### src/rtl/rcu_rst_seq_if.sv
`default_nettype none
// ============================================================================
// Module      : rcu_rst_seq_if
// Description : Control/status bundle between the reset sequencer and its
//               requesters (watchdog, software reset, cause readback).
// Revision    : 1.0 - initial release
// ============================================================================
interface rcu_rst_seq_if #(
    parameter int NUM_DOM = 4
);
    logic               wdt_rst_i;
    logic [NUM_DOM-1:0] sw_rst_req_i;
    logic [NUM_DOM-1:0] sw_rst_ack_o;
    logic [NUM_DOM-1:0] dom_clk_en_o;
    logic [NUM_DOM-1:0] dom_rst_n_o;
    logic               seq_done_o;
    logic               rst_cause_clr_i;
    logic [2:0]         rst_cause_o;

    modport master (
        output wdt_rst_i, sw_rst_req_i, rst_cause_clr_i,
        input  sw_rst_ack_o, dom_clk_en_o, dom_rst_n_o, seq_done_o, rst_cause_o
    );

    modport slave (
        input  wdt_rst_i, sw_rst_req_i, rst_cause_clr_i,
        output sw_rst_ack_o, dom_clk_en_o, dom_rst_n_o, seq_done_o, rst_cause_o
    );
endinterface
`default_nettype wire

### src/rtl/rcu_rst_seq.sv
`default_nettype none
// ============================================================================
// Module      : rcu_rst_seq
// Description : Ordered per-domain clock-enable/reset release with watchdog
//               and per-domain software reset. Optional RCU_RST_CAUSE_EN
//               enables the sticky {sw,wdt,por} reset-cause register.
// Revision    : 1.0 - initial release
// ============================================================================
module rcu_rst_seq #(
    parameter int NUM_DOM  = 4,
    parameter int HOLD_CYC = 16,
    parameter int CLK_LEAD = 4,
    parameter int GAP_CYC  = 8
) (
    input  wire logic    clk_i,
    input  wire logic    rst_i,
    rcu_rst_seq_if.slave bus
);
    localparam int MAX_AB  = (HOLD_CYC > CLK_LEAD) ? HOLD_CYC : CLK_LEAD;
    localparam int MAX_CYC = (MAX_AB > GAP_CYC) ? MAX_AB : GAP_CYC;
    localparam int CNT_W   = $clog2(MAX_CYC + 1);
    localparam int IDX_W   = (NUM_DOM > 1) ? $clog2(NUM_DOM) : 1;

    localparam logic [CNT_W-1:0] HOLD_LAST = CNT_W'(HOLD_CYC - 1);
    localparam logic [CNT_W-1:0] LEAD_LAST = CNT_W'(CLK_LEAD - 1);
    localparam logic [CNT_W-1:0] GAP_LAST  = CNT_W'(GAP_CYC - 1);
    localparam logic [IDX_W-1:0] IDX_LAST  = IDX_W'(NUM_DOM - 1);

    typedef enum logic [1:0] {
        ST_ASSERT  = 2'd0,
        ST_RELEASE = 2'd1,
        ST_DONE    = 2'd2,
        ST_DOM_RST = 2'd3
    } state_t;

    state_t             r_state, w_state;
    logic [CNT_W-1:0]   r_cnt, w_cnt;
    logic [IDX_W-1:0]   r_idx, w_idx;
    logic [NUM_DOM-1:0] r_clk_en, w_clk_en;
    logic [NUM_DOM-1:0] r_rst_n, w_rst_n;
    logic [NUM_DOM-1:0] r_ack, w_ack;
    logic               r_done, w_done;
    logic               w_sw_entry;
    logic               w_req_any;
    logic [IDX_W-1:0]   w_req_idx;

    // Lowest pending request wins; the rest wait their turn in DONE.
    always_comb begin
        w_req_any = |bus.sw_rst_req_i;
        w_req_idx = '0;
        for (int i = NUM_DOM - 1; i >= 0; i--) begin
            if (bus.sw_rst_req_i[i]) w_req_idx = IDX_W'(i);
        end
    end

    always_ff @(posedge clk_i or posedge rst_i) begin
        if (rst_i) begin
            r_state  <= ST_ASSERT;
            r_cnt    <= '0;
            r_idx    <= '0;
            r_clk_en <= '0;
            r_rst_n  <= '0;
            r_ack    <= '0;
            r_done   <= 1'b0;
        end else begin
            r_state  <= w_state;
            r_cnt    <= w_cnt;
            r_idx    <= w_idx;
            r_clk_en <= w_clk_en;
            r_rst_n  <= w_rst_n;
            r_ack    <= w_ack;
            r_done   <= w_done;
        end
    end

    // Phase within RELEASE/DOM_RST is read from the current domain's outputs.
    always_comb begin
        w_state    = r_state;
        w_cnt      = r_cnt;
        w_idx      = r_idx;
        w_clk_en   = r_clk_en;
        w_rst_n    = r_rst_n;
        w_ack      = '0;
        w_done     = r_done;
        w_sw_entry = 1'b0;
        if (bus.wdt_rst_i) begin
            w_state  = ST_ASSERT;
            w_cnt    = '0;
            w_idx    = '0;
            w_clk_en = '0;
            w_rst_n  = '0;
            w_done   = 1'b0;
        end else begin
            case (r_state)
                ST_ASSERT: begin
                    if (r_cnt == HOLD_LAST) begin
                        w_clk_en[0] = 1'b1;
                        w_state     = ST_RELEASE;
                        w_cnt       = '0;
                        w_idx       = '0;
                    end else begin
                        w_cnt = r_cnt + 1'b1;
                    end
                end
                ST_RELEASE: begin
                    if (!r_rst_n[r_idx]) begin
                        if (r_cnt == LEAD_LAST) begin
                            w_rst_n[r_idx] = 1'b1;
                            w_cnt          = '0;
                            if (r_idx == IDX_LAST) w_state = ST_DONE;
                        end else begin
                            w_cnt = r_cnt + 1'b1;
                        end
                    end else if (r_cnt == GAP_LAST) begin
                        w_clk_en[r_idx + 1'b1] = 1'b1;
                        w_idx                  = r_idx + 1'b1;
                        w_cnt                  = '0;
                    end else begin
                        w_cnt = r_cnt + 1'b1;
                    end
                end
                ST_DONE: begin
                    if (w_req_any) begin
                        w_state             = ST_DOM_RST;
                        w_idx               = w_req_idx;
                        w_cnt               = '0;
                        w_clk_en[w_req_idx] = 1'b0;
                        w_rst_n[w_req_idx]  = 1'b0;
                        w_done              = 1'b0;
                        w_sw_entry          = 1'b1;
                    end else begin
                        w_done = 1'b1;
                    end
                end
                ST_DOM_RST: begin
                    if (!r_clk_en[r_idx]) begin
                        if (r_cnt == HOLD_LAST) begin
                            w_clk_en[r_idx] = 1'b1;
                            w_cnt           = '0;
                        end else begin
                            w_cnt = r_cnt + 1'b1;
                        end
                    end else if (!r_rst_n[r_idx]) begin
                        if (r_cnt == LEAD_LAST) begin
                            w_rst_n[r_idx] = 1'b1;
                            w_ack[r_idx]   = 1'b1;
                            w_cnt          = '0;
                        end else begin
                            w_cnt = r_cnt + 1'b1;
                        end
                    end else begin
                        // Ack cycle: requests are not sampled until the next DONE cycle.
                        w_state = ST_DONE;
                        w_done  = 1'b1;
                    end
                end
                default: w_state = ST_ASSERT;
            endcase
        end
    end

    assign bus.sw_rst_ack_o = r_ack;
    assign bus.dom_clk_en_o = r_clk_en;
    assign bus.dom_rst_n_o  = r_rst_n;
    assign bus.seq_done_o   = r_done;

`ifdef RCU_RST_CAUSE_EN
    logic [2:0] r_cause;
    logic [2:0] w_cause_set;

    assign w_cause_set = {w_sw_entry, bus.wdt_rst_i, 1'b0};

    // Set wins over a same-cycle clear.
    always_ff @(posedge clk_i or posedge rst_i) begin
        if (rst_i)                    r_cause <= 3'b001;
        else if (bus.rst_cause_clr_i) r_cause <= w_cause_set;
        else                          r_cause <= r_cause | w_cause_set;
    end

    assign bus.rst_cause_o = r_cause;
`else
    logic unused_sigs;
    assign unused_sigs     = ^{bus.rst_cause_clr_i, w_sw_entry};
    assign bus.rst_cause_o = 3'b000;
`endif
endmodule
`default_nettype wire

### src/flat_wrapper.sv
// flat-port wrapper written by rule: the top's interface ports become plain ports
module rcu_rst_seq_flat 
#(
    parameter int NUM_DOM  = 4,
    parameter int HOLD_CYC = 16,
    parameter int CLK_LEAD = 4,
    parameter int GAP_CYC  = 8
)
  (clk_i, rst_i, bus_wdt_rst_i, bus_sw_rst_req_i, bus_rst_cause_clr_i, bus_sw_rst_ack_o, bus_dom_clk_en_o, bus_dom_rst_n_o, bus_seq_done_o, bus_rst_cause_o);
  rcu_rst_seq_if #(.NUM_DOM(NUM_DOM)) bus_i ();
  input  wire logic clk_i;
  input  wire logic rst_i;
  input wire logic [$bits(bus_i.wdt_rst_i)-1:0] bus_wdt_rst_i;
  input wire logic [$bits(bus_i.sw_rst_req_i)-1:0] bus_sw_rst_req_i;
  input wire logic [$bits(bus_i.rst_cause_clr_i)-1:0] bus_rst_cause_clr_i;
  output wire logic [$bits(bus_i.sw_rst_ack_o)-1:0] bus_sw_rst_ack_o;
  output wire logic [$bits(bus_i.dom_clk_en_o)-1:0] bus_dom_clk_en_o;
  output wire logic [$bits(bus_i.dom_rst_n_o)-1:0] bus_dom_rst_n_o;
  output wire logic [$bits(bus_i.seq_done_o)-1:0] bus_seq_done_o;
  output wire logic [$bits(bus_i.rst_cause_o)-1:0] bus_rst_cause_o;
  assign bus_i.wdt_rst_i = bus_wdt_rst_i;
  assign bus_i.sw_rst_req_i = bus_sw_rst_req_i;
  assign bus_i.rst_cause_clr_i = bus_rst_cause_clr_i;
  assign bus_sw_rst_ack_o = bus_i.sw_rst_ack_o;
  assign bus_dom_clk_en_o = bus_i.dom_clk_en_o;
  assign bus_dom_rst_n_o = bus_i.dom_rst_n_o;
  assign bus_seq_done_o = bus_i.seq_done_o;
  assign bus_rst_cause_o = bus_i.rst_cause_o;
  rcu_rst_seq #(.NUM_DOM(NUM_DOM), .HOLD_CYC(HOLD_CYC), .CLK_LEAD(CLK_LEAD), .GAP_CYC(GAP_CYC)) u_core (.clk_i(clk_i), .rst_i(rst_i), .bus(bus_i));
endmodule
### config.mk
export PLATFORM = sky130hd
export DESIGN_NAME = rcu_rst_seq_flat
export DESIGN_NICKNAME = d
export VERILOG_FILES = /design/src/rtl/rcu_rst_seq_if.sv /design/src/rtl/rcu_rst_seq.sv /design/src/flat_wrapper.sv
export SDC_FILE = /design/constraint.sdc
export NUM_CORES = 1
export LEC_CHECK = 0
export ABC_AREA = 1
export CAP_MARGIN = 20
export CORE_ASPECT_RATIO = 1.4
export CORE_MARGIN = 8
export CORE_UTILIZATION = 35
export CTS_BUF_LIST = sky130_fd_sc_hd__clkbuf_16
export DETAILED_ROUTE_END_ITERATION = 7
export SYNTH_ARGS = -nofsm -noshare
export SYNTH_HDL_FRONTEND = slang
export SYNTH_SLANG_ARGS = --single-unit
### constraint.sdc
create_clock -name clk_i -period 2.4 [get_ports clk_i]
set_input_delay 0.48 -clock clk_i [delete_from_list [all_inputs] [get_ports clk_i]]
set_output_delay 0.48 -clock clk_i [all_outputs]
set_load 0.02 [all_outputs]
==> results.tsv, run 1 <==
metric	value	unit
outcome	complete, no violations	
Max Slew Vio Count	0	
Die Wd	76.9	µm
leak pwr	1.07	nW
final worst-path setup slack	0.447	ns
DR pass1 iterations	4	
unrepaired setup endpoints after global routing	false	
post-CTS setup buffers	0	
initial antenna violation count	0	
CTS buffer count	3	
Final Critical Period	1.95	ns
layout cells sized above 1	15.9	%
most common cell after layout, fill and taps aside	nand2_1	
Tcrit/Tclk final	81.4	%
DR vias/cell	4.81	
vias	1678	
Worst Setup Path Type	reg -> reg	
Required @ worst endpoint	2.56	ns
fin util	43.0	%
Yosys Warn Count	0	
final cell count without fillers	349	
PortBufs	19	
TritonCTS clock tree	done	
most used cell along the critical path	nand2_1	
Final TNS setup	0	ns
Die ar.	7790	µm²
reg2reg setup slack	0.45	ns
Clock Sinks	22	
clock skew	0.00267	ns
largest net degree at the start of global routing	23	
Synth Instances	261	
GPL Wtd Cong	0.915	
first-pass GRT wire length	7900	µm
hold path endpoint	u_core.bus.seq_done_o$_DFFE_PP0P_	
Cell Area, Synth	1820	µm²
reg2reg path depth	12	
CTS Hold Buffers Added	0	
Clock Pin Slew Worst Setup and Hold Paths	0.06	ns
Site Rows	31	
Power Density	1010	nW/µm²
Initial Util	35.8	%
remaining antenna violation count	0	
worst hold start	u_core.bus.seq_done_o$_DFFE_PP0P_	
n_diodes	0	
Avg Synthesized Cell Area	6.97	µm²
Worst R2R End	u_core.r_cnt[3]$_DFFE_PP0P_	
nets	302	
die height	101	µm
Root Buffer	clkbuf_16	
Initial DRC Count	62	
max-cap violations	0	
gr usage total	12.5	%
Hold Crit Depth	2	
post-CTS sizing	0	
Cell Chain, Critical Path	ha_1, inv_1, nor2_4, nand3_2, nand2_2, nand2_4, nand2_2, nand2_1, nand2_1, inv_2, nand2_1, inv_1	
achievable clock frequency	512	MHz
unique cell type count in the Yosys netlist	28	
final setup vio count	0	
synthesis-to-layout area growth	20.3	%
reg2reg start	u_core.r_state[1]$_DFFE_PP0P_	
drt drc	0	
most frequent cells in the layout	nand2_1 (71), inv_1 (30), dfrtp_1 (22)	
#FFs+latches synth	22	
pre-CTS setup slack	0.275	ns
total grt overflow	0	
Hold Slack	0.500	ns
final WL	4670	µm
WL/cell	13.4	µm
Fin. Hold Viols	0	
critical path arrival	2.11	ns
sequential fraction of the synthesis area	30.3	%
placed wire-length estimate	3770	µm
placed insts	345	
H-tree depth	1	
clk buf depth	2	
top-level I/O count	24	
Crit path largest cell delay	0.40	ns
Max FO, Critical Path	9	
crit path capture type	register	
crit path max-delay cell type	dfrtp_1	
peak supply drop	0.419	mV
CP startpoint kind	register	
vias in the first global route	1694	
core footprint	5080	µm²
Worst-Skew Late Latency	0.26	ns
Hold Path Class	reg -> reg	
-- power breakdown --
group / internal, mW / switching (mW) / total [mW]
combinational: 0.417 / 0.741 / 1.16
sequential: 0.457 / 0.111 / 0.568
clock: 0.331 / 0.142 / 0.474
total: 1.21 / 0.995 / 2.20
-- sequential cells by signal (all words and copies together) (netlist names) --
signal / flops
u_core.r_cnt: 5
u_core.bus.seq_done_o: 1
u_core.r_idx: 2
u_core.bus.dom_clk_en_o: 4
u_core.r_state: 2
u_core.bus.sw_rst_ack_o: 4
u_core.bus.dom_rst_n_o: 4
-- synth_stat cells --
cell / number / area share, %
nand2_1: 71 / 15
inv_1: 30 / 6.2
dfrtp_1: 22 / 30
nor2_1: 19 / 3.9
nand3_1: 16 / 4.4
o21ai_0: 16 / 4.4
ha_1: 10 / 6.9
nand3_2: 8 / 4.4
o21ai_1: 8 / 2.2
a21oi_1: 7 / 1.9
nand2_2: 7 / 2.4
nand2_4: 7 / 4.3
inv_2: 6 / 1.2
buf_4: 5 / 2.1
nor3_1: 5 / 1.4
nor2_2: 4 / 1.4
o22ai_1: 4 / 1.4
o211ai_1: 3 / 1.2
nand4_1: 2 / 0.69
nor2_4: 2 / 1.2
o21ai_2: 2 / 0.96
a21oi_2: 1 / 0.48
a31oi_1: 1 / 0.34
buf_2: 1 / 0.28
clkbuf_1: 1 / 0.21
conb_1: 1 / 0.21
nor3b_1: 1 / 0.41
o2111ai_1: 1 / 0.48
-- worst max-delay path: cells and delay by family (launching register included) --
kind	cells	cell delay (ns)
flip-flops	1	0.40
buffers and inverters	3	0.26
AND/OR/NAND/NOR	8	0.78
adder cells (fa/ha/maj)	1	0.40
-- layout make-up --
cell class / count / area [µm²]
Clock buffer: 3 / 75.1
Clock inverter: 1 / 30.0
Fill cell: 557 / 2890
Inverter: 36 / 135
Multi-Input combinational cell: 198 / 1090
Sequential cell: 22 / 551
Tap cell: 66 / 82.6
Timing Repair Buffer: 23 / 220
-- logic make-up (layout without fill, tap and decap cells) --
group	after synthesis	after routing	synth area share (%)
simple gates	142	142	39.2
compound gates	43	43	13.4
buf+inv	43	63	9.98
flops	22	22	30.3
fa+ha+maj	10	10	6.88
other cells	1	3	0.206
-- through the flow --
step / power [mW] / instance area (µm²)
floorplan: 1.40 / 1830
global placement: 1.72 / 2080
detailed placement: 1.73 / 2080
CTS: 2.22 / 2190
global route: 2.36 / 2190
finish: 2.20 / 2190
-- worst max-delay path by stage --
stage | from | to | slack (ns) | cells after the start
finish | u_core.r_state[1]$_DFFE_PP0P_ | u_core.r_cnt[3]$_DFFE_PP0P_ | 0.45 | 12
CTS | u_core.r_state[1]$_DFFE_PP0P_ | u_core.r_cnt[3]$_DFFE_PP0P_ | 0.42 | 12
detailed placement | bus_wdt_rst_i | u_core.r_idx[0]$_DFFE_PP0P_ | 0.28 | 6
global placement | bus_wdt_rst_i | u_core.r_idx[0]$_DFFE_PP0P_ | 0.32 | 6
floorplan | u_core.r_state[0]$_DFFE_PP0P_ | u_core.bus.dom_clk_en_o[1]$_DFFE_PP0P_ | 0.81 | 10
global route | u_core.r_state[1]$_DFFE_PP0P_ | u_core.r_cnt[3]$_DFFE_PP0P_ | 0.26 | 12
-- routing by layer --
metal  global-route usage, %  part of all wire, %  vias up
met3                    1.78                  1.8        4
met1                    13.2                   43      775
li1                        -                    -      881
met2                    23.8                   54       18
met5                       0                    0        -
met4                    5.65                  1.3        0
Power figures use the tool's default switching activity.
==> run 2: changes to the inputs <==
==> constraint.sdc (replaced) <==
create_clock -name clk_i -period 1.8 [get_ports clk_i]
set_input_delay 0.36 -clock clk_i [delete_from_list [all_inputs] [get_ports clk_i]]
set_output_delay 0.36 -clock clk_i [all_outputs]
set_load 0.02 [all_outputs]
==> run 2 against run 1 <==
Global-route usage increased by 0.22 points. Largest power group unchanged. Non-clock buffer count increased by 19. Die area unchanged. Utilization increased by 3.4 points. Sequential power increased by 32%. Final area increased by 8.0%. Worst hold slack got worse by 0.058 ns. First-iteration DRC count increased by 29%. Clock power increased by 33%.
==> results.tsv, run 2 (synthesized netlist as in run 1, its figures left out) <==
metric	value	unit	change
Setup crit start	u_core.bus.dom_clk_en_o[1]$_DFFE_PP0P_		
final WL	4960	µm	+6.1%
fin util	46.5	%	+3.4 points
reg2reg start	u_core.r_idx[0]$_DFFE_PP0P_		
Final Critical Period	1.68	ns	
Required @ worst endpoint	1.44	ns	-1.12 ns
Site Rows	31		unchanged
clk buf depth	2		unchanged
Biggest register	u_core.r_cnt		
layout cells sized above 1	23.5	%	+7.6 points
critical path arrival	1.32	ns	-0.79 ns
area of the multi-input gates	1130	µm²	+3.0%
leak pwr	1.16	nW	+8.4%
crit path max-delay cell type	clkdlybuf4s50_1		
Crit path largest cell delay	0.64	ns	+0.24 ns
WL/cell	13.5	µm	+0.62%
Worst R2R End	u_core.r_idx[1]$_DFFE_PP0P_		
H-tree depth	1		unchanged
Power Density	1320	nW/µm²	+31%
Initial Util	35.8	%	unchanged
Max FO, Critical Path	6		-3
Die Wd	76.9	µm	unchanged
Initial DRC Count	80		+29%
crit path capture type	primary output		
n_diodes	0		unchanged
PortBufs	19		unchanged
max-cap violations	0		unchanged
Worst-Skew Late Latency	0.26	ns	about the same
vias	1790		+6.7%
Hold Path Class	in -> async		
GPL Wtd Cong	0.888		-3.0%
Tcrit/Tclk final	93.6	%	
DR pass1 iterations	4		unchanged
Bufs and invs on worst path	1		-2
Max Slew Vio Count	0		unchanged
reg2reg path depth	8		-4
CP startpoint kind	register		
peak supply drop	0.481	mV	+15%
initial antenna violation count	0		unchanged
Worst Setup Path Type	reg -> out		
WP depth	1		-11
final setup vio count	0		unchanged
CP delay by family, top	buffers and inverters		
CP endpoint	bus_dom_clk_en_o[1]		
clock skew	0.00233	ns	-0.000349 ns
die height	101	µm	unchanged
gr usage total	12.7	%	+0.22 points
top-level I/O count	24		unchanged
Final TNS setup	0	ns	unchanged
post-route cell area	2360	µm²	+8.0%
vias in the first global route	1795		+6.0%
Register Area	551	µm²	unchanged
Cell Chain, Critical Path	clkdlybuf4s50_1		
TritonCTS clock tree	done		
drt drc	0		unchanged
post-place instance area	2200	µm²	+5.8%
achievable clock frequency	594	MHz	
most frequent cells in the layout	nand2_1 (70), inv_1 (30), buf_4 (23)		
largest net degree at the start of global routing	23		unchanged
reg2reg setup slack	0.14	ns	-0.31 ns
first-pass GRT wire length	8220	µm	+4.0%
most common cell after layout, fill and taps aside	nand2_1		
Fin. Hold Viols	0		unchanged
core footprint	5080	µm²	unchanged
Clock Sinks	22		unchanged
Clock Pin Slew Worst Setup and Hold Paths	0.06	ns	about the same
CTS buffer count	3		unchanged
placed wire-length estimate	3880	µm	+2.7%
DR vias/cell	4.86		+1.2%
remaining antenna violation count	0		unchanged
outcome	complete, no violations		
max FFs per register	5		unchanged
total grt overflow	0		unchanged
Die ar.	7790	µm²	unchanged
Final Power	3.12	mW	+42%
CTS Hold Buffers Added	0		unchanged
Root Buffer	clkbuf_16		
nets	321		+6.3%
FILL cells	519		-6.8%
synthesis-to-layout area growth	29.9	%	
==> run 2: worst min path at each step <==
stage | startpoint | end | slack [ns] | depth (start not counted)
final | rst_i | u_core.bus.dom_clk_en_o[1]$_DFFE_PP0P_ | 0.44 | 3
after global routing | rst_i | u_core.bus.sw_rst_ack_o[2]$_DFF_PP0_ | 0.50 | 3
after CTS | rst_i | u_core.bus.dom_clk_en_o[1]$_DFFE_PP0P_ | 0.46 | 3
after detailed placement | u_core.r_cnt[1]$_DFFE_PP0P_ | u_core.r_cnt[1]$_DFFE_PP0P_ | 0.50 | 2
after global placement | u_core.bus.seq_done_o$_DFFE_PP0P_ | u_core.bus.seq_done_o$_DFFE_PP0P_ | 0.48 | 2
after floorplan | rst_i | u_core.bus.dom_clk_en_o[0]$_DFFE_PP0P_ | 0.35 | 1
==> run 2: stage by stage <==
step,instances,hold WS (ns),setup WS (ns)
global route,368,0.502,-0.0283
finish,368,0.441,0.116
CTS,365,0.461,0.0822
global placement,361,0.475,-0.0635
detailed placement,361,0.499,-0.100
floorplan,263,0.349,0.210
==> run 2: report_power, final <==
group	switching (mW)	internal (mW)
logic	1.06	0.676
clock network	0.189	0.442
registers	0.141	0.610
==> run 2: area by class of cell <==
cell class                 count  share of cell area, %
clock inverter                 1                   1.27
multi-input combinational    198                   47.7
inverter                      36                   5.72
sequential                    22                   23.3
tap                           66                   3.50
timing repair buffer          42                   15.4
clock buffer                   3                   3.18
==> run 2: routing by layer <==
metal  up-vias  share of wire [%]  track usage [%]
met5         -                  0                0
li1        918                  -                -
met3         6                2.5             1.33
met1       836                 42             14.4
met2        30                 54             24.1
met4         0                1.4             4.16
==> run 2: tightest hold or removal path, delay by kind of cell <==
| family | cells | cell delay [ns] |
|---|---|---|
| buffers and inverters | 3 | 0.72 |
==> run 2: repair_timing <==
action | 4_1_cts | 5_1_grt
gates resized for setup | 0 | 9
setup buffers | 0 | 3
setup endpoints to repair | 0 | 10
